**config.mk**
```make
export PLATFORM = sky130hd
export DESIGN_NAME = instr_fetch_ctrl
export DESIGN_NICKNAME = d
export VERILOG_FILES = /design/src/rtl/instr_fetch_ctrl.sv
export SDC_FILE = /design/constraint.sdc
export NUM_CORES = 1
export LEC_CHECK = 0
export CAP_MARGIN = 20
export CORE_MARGIN = 4
export CORE_UTILIZATION = 39
export DETAILED_ROUTE_END_ITERATION = 7
export HOLD_SLACK_MARGIN = 0.02
export PLACE_DENSITY = 0.83
export SLEW_MARGIN = 0
export SYNTH_ARGS = -nofsm -noshare
export SYNTH_HDL_FRONTEND = slang
export SYNTH_SLANG_ARGS = --single-unit
```
**constraint.sdc**
```tcl
create_clock -name clk -period 2.9 [get_ports clk]
set_clock_uncertainty 0.1 [all_clocks]
set_input_delay 0.29 -clock clk [delete_from_list [all_inputs] [get_ports clk]]
set_output_delay 0.29 -clock clk [all_outputs]
set_load 0.01 [all_outputs]
```
**src/rtl/instr_fetch_ctrl.sv**
```systemverilog
// Fetch-stage controller: one outstanding imem request at a time, a single-word
// instruction buffer for decode, branch-flush handling and a saturating response timeout.
module instr_fetch_ctrl #(
   parameter logic [31:0] NOP_INSTR = 32'h0000_0013,
   parameter int unsigned TIMEOUT   = 255
) (
   input  logic        clk,
   input  logic        reset,
   input  logic [31:0] PCF,
   input  logic        StallD,
   input  logic        FlushF,
   output logic        StallF,
   output logic        imem_req_valid,
   output logic [31:0] imem_req_addr,
   input  logic        imem_req_ready,
   input  logic        imem_rsp_valid,
   input  logic [31:0] imem_rsp_data,
   output logic [31:0] InstrF,
   output logic        InstrValidF,
   output logic        FetchErr
);

   localparam int unsigned CW = $clog2(TIMEOUT + 1);
   localparam logic [CW-1:0] TIMEOUT_C = CW'(TIMEOUT);

   typedef enum logic [2:0] {
      IDLE,
      REQ,
      WAIT,
      DRAIN,
      HOLD
   } state_t;

   state_t        state_reg, state_next;
   logic [31:0]   instr_reg, instr_next;
   logic          valid_reg, valid_next;
   logic          err_reg, err_next;
   logic [CW-1:0] cnt_reg, cnt_next;
   logic [CW-1:0] cnt_inc;
   logic          timeout_hit;
   logic          stall_f;
   logic          req_valid;

   // Saturating increment so a counter held at the limit never wraps back to zero.
   assign cnt_inc     = (cnt_reg == TIMEOUT_C) ? cnt_reg : cnt_reg + CW'(1);
   assign timeout_hit = (cnt_inc == TIMEOUT_C);

   always_ff @(posedge clk or negedge reset) begin
      if (!reset) begin
         state_reg <= IDLE;
         instr_reg <= NOP_INSTR;
         valid_reg <= 1'b0;
         err_reg   <= 1'b0;
         cnt_reg   <= '0;
      end else begin
         state_reg <= state_next;
         instr_reg <= instr_next;
         valid_reg <= valid_next;
         err_reg   <= err_next;
         cnt_reg   <= cnt_next;
      end
   end

   always_comb begin
      state_next = state_reg;
      instr_next = instr_reg;
      valid_next = valid_reg;
      err_next   = err_reg;
      cnt_next   = cnt_reg;
      stall_f    = 1'b1;
      req_valid  = 1'b0;

      case (state_reg)
         IDLE: state_next = REQ;
         REQ: begin
            req_valid = !FlushF;
            if (req_valid && imem_req_ready) begin
               state_next = WAIT;
               cnt_next   = '0;
            end
         end
         WAIT: begin
            if (imem_rsp_valid) begin
               if (FlushF) begin
                  state_next = REQ;
               end else begin
                  instr_next = imem_rsp_data;
                  valid_next = 1'b1;
                  state_next = HOLD;
               end
            end else begin
               cnt_next = cnt_inc;
               if (FlushF) begin
                  state_next = DRAIN;
               end else if (timeout_hit) begin
                  instr_next = NOP_INSTR;
                  valid_next = 1'b1;
                  err_next   = 1'b1;
                  state_next = HOLD;
               end
            end
         end
         DRAIN: begin
            // The orphaned response belongs to a squashed PC; it is consumed and dropped.
            if (imem_rsp_valid) begin
               state_next = REQ;
            end else begin
               cnt_next = cnt_inc;
               if (!FlushF && timeout_hit) begin
                  err_next   = 1'b1;
                  state_next = REQ;
               end
            end
         end
         HOLD: begin
            if (FlushF || !StallD) begin
               stall_f    = 1'b0;
               valid_next = 1'b0;
               state_next = REQ;
            end
         end
         default: state_next = IDLE;
      endcase

      if (FlushF) begin
         stall_f    = 1'b0;
         valid_next = 1'b0;
         instr_next = NOP_INSTR;
      end

      // Keep the PC register frozen while reset is held, whatever FlushF does.
      if (!reset) begin
         stall_f   = 1'b1;
         req_valid = 1'b0;
      end
   end

   assign StallF         = stall_f;
   assign imem_req_valid = req_valid;
   assign imem_req_addr  = PCF;
   assign InstrF         = instr_reg;
   assign InstrValidF    = valid_reg;
   assign FetchErr       = err_reg;

endmodule

```
==> key figures, run 1 <==
Timing
  – Post-route setup slack: 404 ps
  – Hold slack: 377 ps
  – F_max: 401 MHz
  – Slew HR: 55.2%
  – Sum Neg Setup Slack: 0 ps
  – Least-Margin Pin Slew: 669 ps
  – RSZ-0062 raised after global routing: false
  – Final hold vios: 0
  – Tmin final: 2500 ps
  – Pins Over Slew Limit: 0
  – Final Setup Violations: 0
  – Final period util: 86.1%

Clock network
  – Root Buffer: clkbuf_8
  – Setup Buffers After CTS: 0
  – Total CTS buffers: 5
  – # clock sinks: 45
  – Clk_lat worst skew: 300 ps
  – Hold_buf cts: 1
  – CTS tree: yes
  – CTS Buffer Depth: 2
  – Post-cts sizing count: 0
  – Max H-tree Level: 2
  – Clock transition at the registers of the reported paths: 80 ps

Die
  – Initial core utilization: 40.2%
  – Io pins: 138
  – Total core area: 6390 um^2
  – Die height: 89.1 um
  – Num rows: 29
  – Die width: 89.1 um
  – Die area: 7950 um^2

Setup path
  – Startpoint types: register
  – Crit. End Element: register
  – R2R Setup Slk: 400 ps
  – Cell Chain, Critical Path: ha_1, and3_1, nand4_1, a21oi_1, nand3_1, a2111oi_0
  – Worst-path maximum fanout: 10
  – Crit path launch: cnt_reg[0]
  – Arrival @ worst endpoint: 2560 ps
  – Logic depth of the worst register-to-register path: 6
  – Crit path max-delay cell type: dfrtp_1
  – Critical R2R Capture: InstrValidF
  – Req. time, crit path: 2960 ps
  – Worst r2r src: cnt_reg[0]
  – Crit path largest cell delay: 470 ps
  – Worst Setup Path Type: register to register
  – CP Capture Point: InstrValidF

Yosys
  – #FFs+latches synth: 45
  – Part of the Yosys area used for sequential elements: 44.0%
  – Area fraction of the dominant cell type after synthesis: 40.9%
  – EDFF count, synth: 0
  – Cell area after synthesis: 2570 um^2
  – Synth Instances: 257
  – Ys Warns: 0
  – Synth async-reset ratio: 100%
  – Largest cells by area after synthesis: dfrtp_1 (41%), a22o_1 (9.9%), buf_4 (9.4%)
  – Syn_area_per_cell: 9.99 um^2
  – Leading register cell type out of synthesis: dfrtp_1
  – Syn Nets: 328
  – Cell variety after synth: 45
  – Largest area contributor in the netlist: dfrtp_1

GRT
  – GRT overflow: 0
  – Vias in the first global route: 2114
  – Largest net degree at the start of global routing: 43
  – GRT Total Usage: 16.1%
  – Initial antenna violation count: 0
  – First-pass GRT wire length: 10100 um

Placement
  – Place WS: 423 ps
  – Placed Cells: 365
  – Placed Area: 3100 um^2
  – Dpl hpwl: 4410 um
  – RD Place Congestion: 0.932
  – # port buffers: 73

Power and ir drop
  – P per Cell Area: 431 nW/um^2
  – Switching power: 0.380 mW
  – Switch share: 27.4%
  – Sequential Power Share: 51.5%
  – Clk network pwr share: 28.8%
  – Max VDD drop: 0.000242 V
  – Total Power: 1.39 mW
  – Pleak: 1.60 nW
  – Combinational fraction of design power: 19.7%
  – Internal power: 1.01 mW

Detailed routing
  – Routed via count: 2131
  – Initial detailed-routing violation count: 204
  – Drt via density: 5.68
  – Drt wl/cell: 16.5 um
  – Remaining DRCs: 0
  – Antenna Violating Nets Remaining: 0
  – First-pass detailed-route iteration total: 4
  – Routed WL: 6180 um

Worst hold path
  – Hold/Removal Path Class: register to register

Final layout
  – Post-route cell area: 3220 um^2
  – Nets@finish: 368
  – Number of antenna diodes: 0
  – Post-layout util: 50.5%
  – Area Growth Syn to Fin: 25.5%
  – Largest register FFs: 32
  – Layout cells sized above 1: 9.73%
  – Most common cell after layout, fill and taps aside: clkdlybuf4s50_1
  – Most frequent cells in the layout: clkdlybuf4s50_1 (72), dfrtp_1 (42), a22o_1 (29), a21o_1 (29), a21oi_1 (20)
  – Non-filler cells, final: 375

Job
  – Max cap viols: 0

Status
  – Status: complete, no violations
[worst max-delay path: cells and delay by family, from the launching register on]
kind                     cells  cell delay [ps]
AO/OA/AOI/OAI                2              790
adder cells (fa/ha/maj)      1              390
flip-flops                   1              470
AND/OR/NAND/NOR              3              610
[routing by layer]
layer / share of wire, % / track usage (%)
met2: 49 / 27.1
met3: 7.7 / 4.15
met1: 41 / 20.0
met5: 0 / 0
met4: 1.9 / 5.55
[Yosys cell counts, types with 2 or more instances]
cell	n
nand3_1	8
o22ai_1	3
inv_1	5
a21o_2	2
a31o_2	2
dfstp_2	3
nand2b_1	3
nor2_1	14
a21o_1	29
or2_2	2
nand4_1	2
o31ai_1	3
o21ai_0	7
nor3_1	2
clkbuf_1	9
buf_4	32
buf_2	2
nand2_1	8
nand3b_1	2
a21oi_1	20
buf_6	4
a22o_1	29
and3_1	3
dfrtp_1	42
[area by class of cell]
type / count / area, um^2
fillers: 578 / 3160
flip-flops and latches: 45 / 1130
multi-input cells: 159 / 1090
repair buffers: 81 / 796
well taps: 77 / 96.3
clock buffers: 7 / 86.3
inverters: 5 / 18.8
clock inverters: 1 / 7.51
[power by group through the flow]
stage                     Combinational [mW]  Clock (mW)  Sequential (mW)
after floorplan                        0.179           0            0.719
after global placement                 0.268           0            0.722
after detailed placement               0.274           0            0.726
after CTS                              0.276       0.416            0.714
after global routing                   0.302       0.452            0.722
final                                  0.274       0.400            0.715
[logic make-up after synthesis]
kind of cell / count (synthesis) / synth area share, %
flip-flops: 45 / 44.0
AO/OA/AOI/OAI: 102 / 29.7
adder cells (fa/ha/maj): 1 / 0.487
multiplexers: 1 / 0.390
AND/OR/NAND/NOR: 55 / 11.7
buffers and inverters: 53 / 13.7
[worst min-delay path by stage]
stage / cells past startpoint / slack, ps / endpoint / start
after floorplan: 0 / -110 / FetchErr / reset
after global placement: 1 / 220 / InstrF[4] / reset
after detailed placement: 1 / 220 / InstrF[0] / reset
after CTS: 2 / 380 / InstrF[0] / InstrF[0]
after global routing: 2 / 400 / InstrF[1] / InstrF[1]
final: 2 / 380 / InstrF[0] / InstrF[0]
Power figures use the tool's default switching activity.
==> inputs of run 2 (changes only) <==
- CELL_PAD_IN_SITES_DETAIL_PLACEMENT: default -> 1
- CELL_PAD_IN_SITES_GLOBAL_PLACEMENT: default -> 2
- CORE_UTILIZATION: 39 -> 22
==> key figures, run 2 (synthesis results as in run 1) <==
GRT
  – Largest net degree at the start of global routing: 39 (-9.3%)
  – GRT overflow: 0 (unchanged)
  – First-pass GRT wire length: 10900 um (+7.4%)
  – Vias in the first global route: 2126 (+0.57%)
  – GRT Total Usage: 9.96% (-6.1 points)
  – Initial antenna violation count: 0 (unchanged)

Setup path
  – Crit. End Element: register
  – Req. time, crit path: 2970 ps (about the same)
  – Arrival @ worst endpoint: 2570 ps (about the same)
  – Worst Setup Path Type: register to register
  – Startpoint types: register
  – Worst-path maximum fanout: 32 (+22)

Detailed routing
  – Routed via count: 2094 (-1.7%)
  – Remaining DRCs: 0 (unchanged)
  – Initial detailed-routing violation count: 141 (-31%)
  – Drt wl/cell: 15.5 um (-6.2%)
  – First-pass detailed-route iteration total: 4 (unchanged)
  – Routed WL: 6790 um (+9.8%)
  – Antenna Violating Nets Remaining: 0 (unchanged)
  – Drt via density: 4.77 (-16%)

Clock network
  – # clock sinks: 45 (unchanged)
  – Post-cts sizing count: 0 (unchanged)
  – Root Buffer: clkbuf_16
  – CTS tree: yes
  – Clock transition at the registers of the reported paths: 60 ps (-20 ps)
  – Hold_buf cts: 1 (unchanged)
  – Total CTS buffers: 5 (unchanged)
  – Max H-tree Level: 2 (unchanged)
  – Setup Buffers After CTS: 0 (unchanged)
  – Clk_lat worst skew: 280 ps (-20 ps)
  – CTS Buffer Depth: 2 (unchanged)

Final layout
  – Fillcell total: 1289 (+120%)
  – Post-layout util: 29.6% (-21 points)
  – Reg area: 1130 um^2 (unchanged)
  – Post-route cell area: 3380 um^2 (+5.0%)
  – Nets@finish: 366 (-0.54%)
  – Layout cells sized above 1: 9.12% (-0.61 points)
  – Multi-input gate area: 1090 um^2 (unchanged)
  – Most frequent cells in the layout: clkdlybuf4s50_1 (72), dfrtp_1 (42), a22o_1 (29), a21o_1 (29), a21oi_1 (20)
  – Area Growth Syn to Fin: 31.8%
  – Most common cell after layout, fill and taps aside: clkdlybuf4s50_1
  – Largest register FFs: 32 (unchanged)
  – Number of antenna diodes: 0 (unchanged)

Power and ir drop
  – Total Power: 1.62 mW (+17%)
  – Max VDD drop: 0.000268 V (+11%)
  – P per Cell Area: 480 nW/um^2 (+11%)
  – Pleak: 1.64 nW (+2.1%)

Timing
  – Tmin final: 2500 ps (+5.04 ps)
  – Final Setup Violations: 0 (unchanged)
  – Final hold vios: 0 (unchanged)
  – RSZ-0062 raised after global routing: false
  – Least-Margin Pin Slew: 720 ps (+51.2 ps)
  – Slew HR: 51.8% (-3.4 points)
  – Pins Over Slew Limit: 0 (unchanged)
  – Sum Neg Setup Slack: 0 ps (unchanged)
  – F_max: 400 MHz (-0.20%)
  – Final period util: 86.2% (+0.17 points)

Die
  – Num rows: 39 (+34%)
  – Total core area: 11400 um^2 (+79%)
  – Die height: 116 um (+30%)
  – Initial core utilization: 22.5% (-18 points)
  – Die width: 116 um (+30%)
  – Io pins: 138 (unchanged)
  – Die area: 13500 um^2 (+69%)

Worst hold path
  – Hold/Removal Path Class: input port to async pin

Placement
  – Dpl hpwl: 4880 um (+11%)
  – RD Place Congestion: 0.795 (-15%)
  – Placed Area: 3180 um^2 (+2.6%)
  – # port buffers: 73 (unchanged)

Status
  – Status: complete, no violations

Job
  – Max cap viols: 0 (unchanged)
[run 2: cell types whose count changed in the layout (fill, tap and decap cells not counted), sizes merged]
cell / delta
clkinvlp: -1
clkinv: +1
bufinv: +1
buf: -3
[run 2: cell type report]
class / instances / share of cell area, %
Tap cell: 143 / 5.29
Clock buffer: 6 / 3.81
Inverter: 5 / 0.555
Sequential cell: 45 / 33.4
Timing Repair Buffer: 79 / 23.7
Clock inverter: 2 / 1.04
Multi-Input combinational cell: 159 / 32.2
[run 2: routing by layer]
| layer | track usage [%] | up-vias | share of wire, % |
|---|---|---|---|
| met1 | 12.8 | 1040 | 44 |
| met5 | 0 | - | 0 |
| li1 | - | 985 | - |
| met3 | 2.61 | 8 | 7.6 |
| met2 | 16.7 | 61 | 48 |
| met4 | 2.47 | 0 | 0.81 |
[run 2: power breakdown]
part	internal (mW)	switching, mW	total [mW]
logic	0.150	0.129	0.279
registers	0.667	0.0516	0.718
clock network	0.405	0.222	0.627
total	1.22	0.402	1.62
[run 2: path summary, 6_finish.rpt]
check	startpoint	endpoint	slack, ps	depth (start not counted)
worst min-delay path	reset	state_reg[2]	310	2
worst max-delay path	cnt_reg[0]	InstrF[16]	400	7
min in group clk	InstrF[1]	InstrF[1]	370	2
max in group asynchronous	reset	InstrF[0]	1620	3
worst min register to register	InstrF[1]	InstrF[1]	370	2
worst max register to register	cnt_reg[0]	InstrF[16]	400	7
[run 2: critical path, stage by stage, from the launching register on]
cell and delay [ps]:
dfrtp_1 490, ha_1 420, and3_1 280, nand4_1 110, a21oi_1 400, a311oi_4 170
buf_12 200, a21o_2 220
[run 2: metrics by stage]
stage / worst slack [ps] / instances / hold WS (ps)
2_1_floorplan: 818 / 257 / -106
3_3_place_gp: 344 / 429 / 70.8
3_5_place_dp: 308 / 429 / 77.6
4_1_cts: 378 / 438 / 307
5_1_grt: 143 / 439 / 350
6_report: 399 / 439 / 310
==> inputs of run 3 (changes only) <==
- CORE_UTILIZATION: 22 -> 24
- CTS_CLUSTER_DIAMETER: default -> 200
- PLACE_DENSITY: 0.83 -> default
- PLACE_DENSITY_LB_ADDON: default -> 0.3
- clock period: 2.9 -> 3.1 ns (I/O delays scaled with it)
==> key figures, run 3 (synthesis results as in run 1) <==
Timing
  – Slew HR: 51.7% (-0.13 points)
  – Least-Margin Pin Slew: 722 ps (+1.87 ps)
  – Final hold vios: 0 (unchanged)
  – Sum Neg Setup Slack: 0 ps (unchanged)
  – RSZ-0062 raised after global routing: false
  – Post-route setup slack: 500 ps (+101 ps)
  – Final period util: 83.9% (-2.4 points)
  – Pins Over Slew Limit: 0 (unchanged)
  – Tmin final: 2600 ps (+99.1 ps)
  – F_max: 385 MHz (-3.8%)
  – Final Setup Violations: 0 (unchanged)

Setup path
  – Arrival @ worst endpoint: 2740 ps (+170 ps)
  – Req. time, crit path: 3240 ps (+270 ps)
  – Crit path largest cell delay: 540 ps (+50 ps)
  – Startpoint types: register
  – Worst Setup Path Type: register to register
  – Cell Chain, Critical Path: nand3_1, or2_1, a311o_1, a311oi_4, buf_4, a21o_1
  – Worst-path maximum fanout: 17 (-47%)
  – Crit. End Element: register
  – Crit path max-delay cell type: a311oi_4

Power and ir drop
  – Max VDD drop: 0.000170 V (-37%)
  – Pleak: 1.61 nW (-1.8%)
  – P per Cell Area: 396 nW/um^2 (-17%)

Detailed routing
  – Remaining DRCs: 0 (unchanged)
  – Routed WL: 7210 um (+6.2%)
  – First-pass detailed-route iteration total: 4 (unchanged)
  – Drt wl/cell: 16.6 um (+7.7%)
  – Antenna Violating Nets Remaining: 0 (unchanged)
  – Initial detailed-routing violation count: 135 (-4.3%)
  – Routed via count: 2116 (+1.1%)
  – Drt via density: 4.89 (+2.5%)

GRT
  – Vias in the first global route: 2189 (+3.0%)
  – Largest net degree at the start of global routing: 46 (+18%)
  – Initial antenna violation count: 0 (unchanged)
  – GRT Total Usage: 11.5% (+1.5 points)
  – GRT overflow: 0 (unchanged)
  – First-pass GRT wire length: 11600 um (+6.9%)

Die
  – Io pins: 138 (unchanged)
  – Die height: 111 um (-4.0%)
  – Die width: 111 um (-4.0%)
  – Die area: 12400 um^2 (-7.8%)
  – Total core area: 10400 um^2 (-9.2%)
  – Num rows: 37 (-5.1%)
  – Initial core utilization: 24.8% (+2.3 points)

Final layout
  – Most common cell after layout, fill and taps aside: clkdlybuf4s50_1
  – Nets@finish: 367 (+0.27%)
  – Area Growth Syn to Fin: 28.4%
  – Number of antenna diodes: 0 (unchanged)
  – Largest register FFs: 32 (unchanged)
  – Post-layout util: 31.8% (+2.2 points)
  – Layout cells sized above 1: 10.1% (+0.98 points)
  – Fillcell total: 1192 (-7.5%)
  – Most frequent cells in the layout: clkdlybuf4s50_1 (72), dfrtp_1 (42), a22o_1 (29), a21o_1 (29), a21oi_1 (20)

Placement
  – # port buffers: 73 (unchanged)
  – Dpl hpwl: 5200 um (+6.6%)
  – Place WS: 521 ps (+213 ps)
  – RD Place Congestion: 0.817 (+2.8%)

Clock network
  – Hold_buf cts: 0 (-1)
  – Total CTS buffers: 5 (unchanged)
  – CTS Buffer Depth: 2 (unchanged)
  – # clock sinks: 45 (unchanged)
  – Max H-tree Level: 2 (unchanged)
  – Root Buffer: clkbuf_8
  – Clock transition at the registers of the reported paths: 100 ps (+40 ps)
  – Post-cts sizing count: 0 (unchanged)
  – CTS tree: yes
  – Clk_lat worst skew: 300 ps (+20 ps)
  – Setup Buffers After CTS: 0 (unchanged)

Job
  – Max cap viols: 0 (unchanged)

Worst hold path
  – Hold/Removal Path Class: input port to async pin

Status
  – Status: complete, no violations
-- run 3: cell types whose count changed in the layout (fill, tap and decap cells not counted), sizes merged --
cell         delta
buf             +3
clkbuf          -2
clkinv          +2
bufinv          -1
dlygate4sd3     -1
-- run 3: final timing paths --
path                                  from  cells past startpoint  slack, ps         end
max in group asynchronous            reset                      2       2410  InstrF[25]
min in group clk                 InstrF[1]                      2        370   InstrF[1]
worst max-delay path            cnt_reg[2]                      6        500  InstrF[10]
worst min-delay path                 reset                      2         70  cnt_reg[0]
worst min register to register   InstrF[1]                      2        370   InstrF[1]
worst max register to register  cnt_reg[2]                      6        500  InstrF[10]
-- run 3: critical path: cells and delay by family (launching register included) --
kind / cells / cell delay (ps)
and+or+nand+nor: 2 / 510
buffers and inverters: 1 / 310
AOI/OAI and AO/OA: 3 / 1080
DFF: 1 / 520
-- run 3: metal layers --
metal | part of all wire [%] | track usage, % | wire length (um) | up-vias
li1 | - | - | - | 988
met2 | 46 | 18.3 | 3290 | 74
met4 | 1.0 | 2.84 | 72 | 0
met3 | 5.4 | 2.99 | 392 | 9
met5 | 0 | 0 | 0 | -
met1 | 48 | 15.6 | 3460 | 1045
-- run 3: through the flow --
step                      cell area, um^2  power (mW)  instances  hold WS (ps)
after floorplan                      2570       0.840        257         -85.6
after global placement               3180       0.944        424           357
after detailed placement             3210       0.947        425           363
after CTS                            3300        1.33        433           111
after global routing                 3300        1.38        433           134
final                                3300        1.31        433          74.1
-- run 3: layout make-up --
class                      count  area (um^2)  area share (%)
tap                          136          170            5.16
inverter                       5         18.8           0.569
clock buffer                   5         68.8            2.09
clock inverter                 3         22.5           0.683
timing repair buffer          80          798            24.2
sequential                    45         1130            34.3
multi-input combinational    159         1090            33.0
-- run 3: report_power, final --
part           internal (mW)  leakage, nW  switching [mW]
combinational          0.140        0.957           0.121
sequential             0.623        0.604          0.0469
clock                  0.160       0.0481           0.216
total                  0.923         1.61           0.384
